<file path="config.mk">
export PLATFORM = sky130hd
export DESIGN_NAME = imem_fetch_ctrl
export DESIGN_NICKNAME = d
export VERILOG_FILES = /design/src/rtl/fetch_pkg.sv /design/src/rtl/fetch_buf.sv /design/src/rtl/imem_fetch_ctrl.sv
export SDC_FILE = /design/constraint.sdc
export NUM_CORES = 1
export LEC_CHECK = 0
export CAP_MARGIN = 20
export CORE_MARGIN = 5
export CORE_UTILIZATION = 49
export DETAILED_ROUTE_END_ITERATION = 8
export PLACE_DENSITY = 0.77
export SETUP_SLACK_MARGIN = 0.3
export SYNTH_ARGS = -nofsm -noshare
export SYNTH_HDL_FRONTEND = slang
export SYNTH_HIERARCHICAL = 1
export SYNTH_SLANG_ARGS = --single-unit
</file>
<file path="constraint.sdc">
create_clock -name clk -period 4.1 [get_ports clk]
set_input_delay 0.82 -clock clk [delete_from_list [all_inputs] [get_ports clk]]
set_output_delay 0.82 -clock clk [all_outputs]
set_load 0.005 [all_outputs]
</file>
<file path="src/rtl/fetch_pkg.sv">
// Shared types and constants for the instruction fetch unit.
// State enum, buffer entry struct, fetch widths.
package fetch_pkg;

  localparam int INSTR_W   = 32;
  localparam int PC_STEP   = 4;
  localparam int BUF_DEPTH = 2;
  localparam int PC_W      = 32;

  typedef enum logic [1:0] {
    IDLE,
    RUN,
    MISALIGN
  } fetch_state_e;

  typedef struct packed {
    logic [INSTR_W-1:0] instr;
    logic [PC_W-1:0]    pc;
  } fetch_entry_t;

endpackage

</file>
<file path="src/rtl/fetch_buf.sv">
// Two-entry prefetch FIFO of fetch_entry_t; flush beats push.
// Ports: push/pop/flush, wdata in; head, count, full, empty out.
module fetch_buf
  import fetch_pkg::*;
(
  input  logic         clk,
  input  logic         rst,
  input  logic         push,
  input  logic         pop,
  input  logic         flush,
  input  fetch_entry_t wdata,
  output fetch_entry_t head,
  output logic [1:0]   count,
  output logic         full,
  output logic         empty
);

  fetch_entry_t mem [BUF_DEPTH];
  logic         wr_ptr;
  logic         rd_ptr;
  logic         do_push;
  logic         do_pop;

  assign empty   = (count == 2'd0);
  assign full    = (count == 2'(BUF_DEPTH));
  assign do_pop  = pop & ~empty;
  // A full buffer may still take a word when the head leaves.
  assign do_push = push & (~full | do_pop);
  assign head    = mem[rd_ptr];

  always_ff @(posedge clk or posedge rst) begin
    if (rst) begin
      for (int i = 0; i < BUF_DEPTH; i++) begin
        mem[i] <= '0;
      end
      wr_ptr <= 1'b0;
      rd_ptr <= 1'b0;
      count  <= 2'd0;
    end else if (flush) begin
      wr_ptr <= 1'b0;
      rd_ptr <= 1'b0;
      count  <= 2'd0;
    end else begin
      if (do_push) begin
        mem[wr_ptr] <= wdata;
        wr_ptr      <= ~wr_ptr;
      end
      if (do_pop) begin
        rd_ptr <= ~rd_ptr;
      end
      unique case ({do_push, do_pop})
        2'b10:   count <= count + 2'd1;
        2'b01:   count <= count - 2'd1;
        default: count <= count;
      endcase
    end
  end

endmodule

</file>
<file path="src/rtl/imem_fetch_ctrl.sv">
// Fetch sequencer: owns fetch PC, drives ROM, fills prefetch buffer.
// Ports: start/redirect control, imem_addr/imem_rd ROM, instr* to decode.
module imem_fetch_ctrl
  import fetch_pkg::*;
#(
  parameter int                  A_LENGTH = 12,
  parameter logic [A_LENGTH-1:0] RESET_PC = '0
) (
  input  logic                clk,
  input  logic                rst,
  input  logic                start,
  input  logic                redirect,
  input  logic [A_LENGTH-1:0] redirect_pc,
  output logic [A_LENGTH-1:0] imem_addr,
  input  logic [INSTR_W-1:0]  imem_rd,
  output logic [INSTR_W-1:0]  instr,
  output logic [A_LENGTH-1:0] instr_pc,
  output logic                instr_valid,
  input  logic                instr_ready,
  output logic                misalign_err
);

  fetch_state_e        state;
  fetch_state_e        next_state;
  logic [A_LENGTH-1:0] fpc;
  logic                aligned;
  logic                fetch_en;
  logic                push;
  logic                pop;
  logic                full;
  logic                empty;
  logic [1:0]          buf_count;
  fetch_entry_t        wdata;
  fetch_entry_t        head;
  logic                unused_bits;

  assign aligned   = (redirect_pc[1:0] == 2'b00);
  assign imem_addr = fpc;
  assign pop       = instr_valid & instr_ready;
  assign push      = fetch_en & ~redirect & (~full | pop);

  always_ff @(posedge clk or posedge rst) begin
    if (rst) begin
      state <= IDLE;
    end else begin
      state <= next_state;
    end
  end

  always_comb begin
    next_state = state;
    unique case (state)
      IDLE: begin
        if (start) next_state = RUN;
      end
      RUN: begin
        if (redirect && !aligned) next_state = MISALIGN;
      end
      MISALIGN: begin
        if (redirect && aligned) next_state = RUN;
      end
      default: next_state = IDLE;
    endcase
  end

  always_comb begin
    fetch_en     = (state == RUN);
    misalign_err = (state == MISALIGN);
  end

  // A misaligned target leaves fpc where it was.
  always_ff @(posedge clk or posedge rst) begin
    if (rst) begin
      fpc <= RESET_PC;
    end else if (redirect) begin
      if (aligned) fpc <= redirect_pc;
    end else if (push) begin
      fpc <= fpc + A_LENGTH'(PC_STEP);
    end
  end

  assign wdata.instr = imem_rd;
  assign wdata.pc    = PC_W'(fpc);

  fetch_buf u_buf (
    .clk   (clk),
    .rst   (rst),
    .push  (push),
    .pop   (pop),
    .flush (redirect),
    .wdata (wdata),
    .head  (head),
    .count (buf_count),
    .full  (full),
    .empty (empty)
  );

  assign instr_valid = ~empty;
  assign instr       = head.instr;
  assign instr_pc    = head.pc[A_LENGTH-1:0];
  assign unused_bits = ^{head.pc[PC_W-1:A_LENGTH], buf_count};

endmodule

</file>
==> key figures <==
Global routing
  • Pin count of the biggest net entering global routing: 47
  • Overflow after GRT: 0
  • First-pass GRT wire length: 17.0 mm
  • Number of global-route vias before repair: 3,417
  • Initial antenna violation count: 0
  • GRT Overall Usage: 16.7%

Route
  • DR vias: 3,144
  • Routed Wire Length: 10.0 mm
  • Router iterations before antenna repair: 5
  • DR vias/cell: 5.28
  • ANT nets after route: 0
  • First DRT Iteration DRCs: 101
  • Average wire per standard cell: 16.8 um
  • Post-detailed-route DRC marker count: 0

Worst setup path
  • CP Capture Type: output pin
  • Crit path launch type: flip-flop
  • WS Path Type: reg -> out
  • Worst R2R End: u_buf/mem[124]$_DFFE_PP0P_
  • FF-to-FF Start: u_buf/count[1]$_DFFE_PP0P_
  • Register-to-register setup slack: 1.40 ns
  • FF-to-FF path depth: 6
  • Crit Path Max Fanout: 19
  • Data required time of the worst path: 3.28 ns
  • Arrival @ worst endpoint: 2.09 ns

Clock network
  • Postcts setup bufs: 0
  • Skew-Pair Late Insertion Delay: 0.36 ns
  • TritonCTS buffer count: 9
  • CTS resizes: 0
  • H-tree lvl count: 3
  • CTS tree: yes
  • Hold buffer count at CTS: 0
  • Reg clk slew, reported paths: 0.09 ns
  • Clock tree buffer depth: 2
  • Clk root buf: clkbuf_8
  • Clock Sinks: 106

Power
  • Sequential share of power: 43.1%
  • Pleak: 2.84 nW
  • P_int: 2.91 mW
  • Switching Share: 28.2%
  • Total power draw: 4.05 mW
  • Pwr dens: 638 nW/um2
  • Combinational share of power: 40.6%
  • Worst vdd ir: 0.330 mV
  • Net Switching: 1.14 mW
  • Clock share of power: 16.3%

Final layout
  • Antenna Cells: 0
  • Synth-to-Final Area Change: 27.4%
  • Nets: 508
  • Share of layout cells above drive strength 1: 35.4%
  • Design area: 6340 um2

Logic synthesis
  • Post-synth net total: 405
  • Mapped cell area: 4980 um2
  • Ys Warns: 6
  • Cells after synthesis: 355
  • Synthesized area per cell: 14.0 um2

Timing
  • Final worst path period need: 2.91 ns
  • Post-route setup TNS: 0 ns
  • Final hold viol count: 0
  • Worst slew pin tran: 0.802 ns
  • Max frequency: 343 MHz
  • Final Skew: 0.00770 ns
  • Final setup fails: 0
  • Final Max Slew Viols: 0
  • Crit path setup slack, layout: 1.19 ns
  • RSZ-0062 raised after global routing: no
  • Slew headroom: 46.6%
  • Period utilization: 71.0%

Floorplanning
  • Initial Util: 50.5%
  • Core area: 9860 um2
  • IO Pins: 107
  • Row count: 36
  • Die area: 12,300 um2
  • Die Wd: 111 um
  • Die Y: 111 um

Placed design
  • Pre-CTS WS: 0.869 ns
  • Hpwl dp: 6.91 mm
  • Routability cong.: 0.889
  • DP Area: 6130 um2
  • Port Buf Inserts: 106

Hold path
  • Worst Hold Class: reg -> reg
  • Hold-critical path endpoint: state[0]$_DFFE_PP0P_
  • Hold wc startpoint: state[1]$_DFFE_PP0P_
  • Hold depth: 1

Run
  • Max cap viols: 0

Status
  • Status: completed
[area by class of cell]
cell class                 instances  area, um2
inverter                          11       42.5
timing repair buffer             113       1110
tap                              133        166
multi-input combinational        217       2160
clock buffer                      11        151
sequential                       106       2650
clock inverter                     5       61.3
fill                             736       3520
[registers in the layout, indices dropped and copies added (netlist names)]
register      count
state             2
u_buf/count       2
imem_addr        12
u_buf/rd_ptr      1
u_buf/mem        88
u_buf/wr_ptr      1
[stage by stage]
step / instances / utilization (%) / hold slack, ns
2_1_floorplan: 355 / - / 0.440
3_3_place_gp: 580 / 62.2 / 0.460
3_5_place_dp: 580 / 62.2 / 0.457
4_1_cts: 596 / 64.3 / 0.489
5_1_grt: 596 / 64.3 / 0.525
6_report: 596 / 64.3 / 0.488
[power groups by stage]
stage | clock network, mW | registers [mW] | logic (mW)
2_1_floorplan | 0 | 1.67 | 0.950
3_3_place_gp | 0 | 1.74 | 1.62
3_5_place_dp | 0 | 1.75 | 1.66
4_1_cts | 0.686 | 1.74 | 1.67
5_1_grt | 0.727 | 1.80 | 1.78
6_report | 0.661 | 1.74 | 1.64
[worst max path at each step]
stage | endpoint | start | slack [ns]
after detailed placement | u_buf/mem[124]$_DFFE_PP0P_ | instr_ready | 0.87
after floorplan | u_buf/count[0]$_DFFE_PP0P_ | rst | 0.89
after global placement | u_buf/mem[124]$_DFFE_PP0P_ | instr_ready | 0.88
after global routing | instr_pc[7] | u_buf/rd_ptr$_DFFE_PP0P_ | 1.10
final | instr[23] | u_buf/rd_ptr$_DFFE_PP0P_ | 1.19
after CTS | instr[23] | u_buf/rd_ptr$_DFFE_PP0P_ | 1.16
[worst max-delay path: stages (launching register included)]
cell,delay [ns]
dfrtp_2,0.54
buf_4,0.34
mux2_2,0.37
clkdlybuf4s50_1,0.48
[per-layer routing]
layer	part of all wire, %	global-route usage, %	wire length [um]
met5	0	0	0
met4	0.59	3.78	59
met3	5.8	5.13	582
met2	45	25.0	4500
met1	49	24.0	4900
[cells in the final DEF (no fill, tap or decap), drive strengths merged, types with 6 or more instances in the layout]
cell and instances:
o22ai 6, a21oi 9, mux2 132, o21ai 9, nor3 8, clkbuf 11
buf 7, inv 11, clkdlybuf4s50 106, dfrtp 106, nor2 6
(Power assumes the default switching activity.)
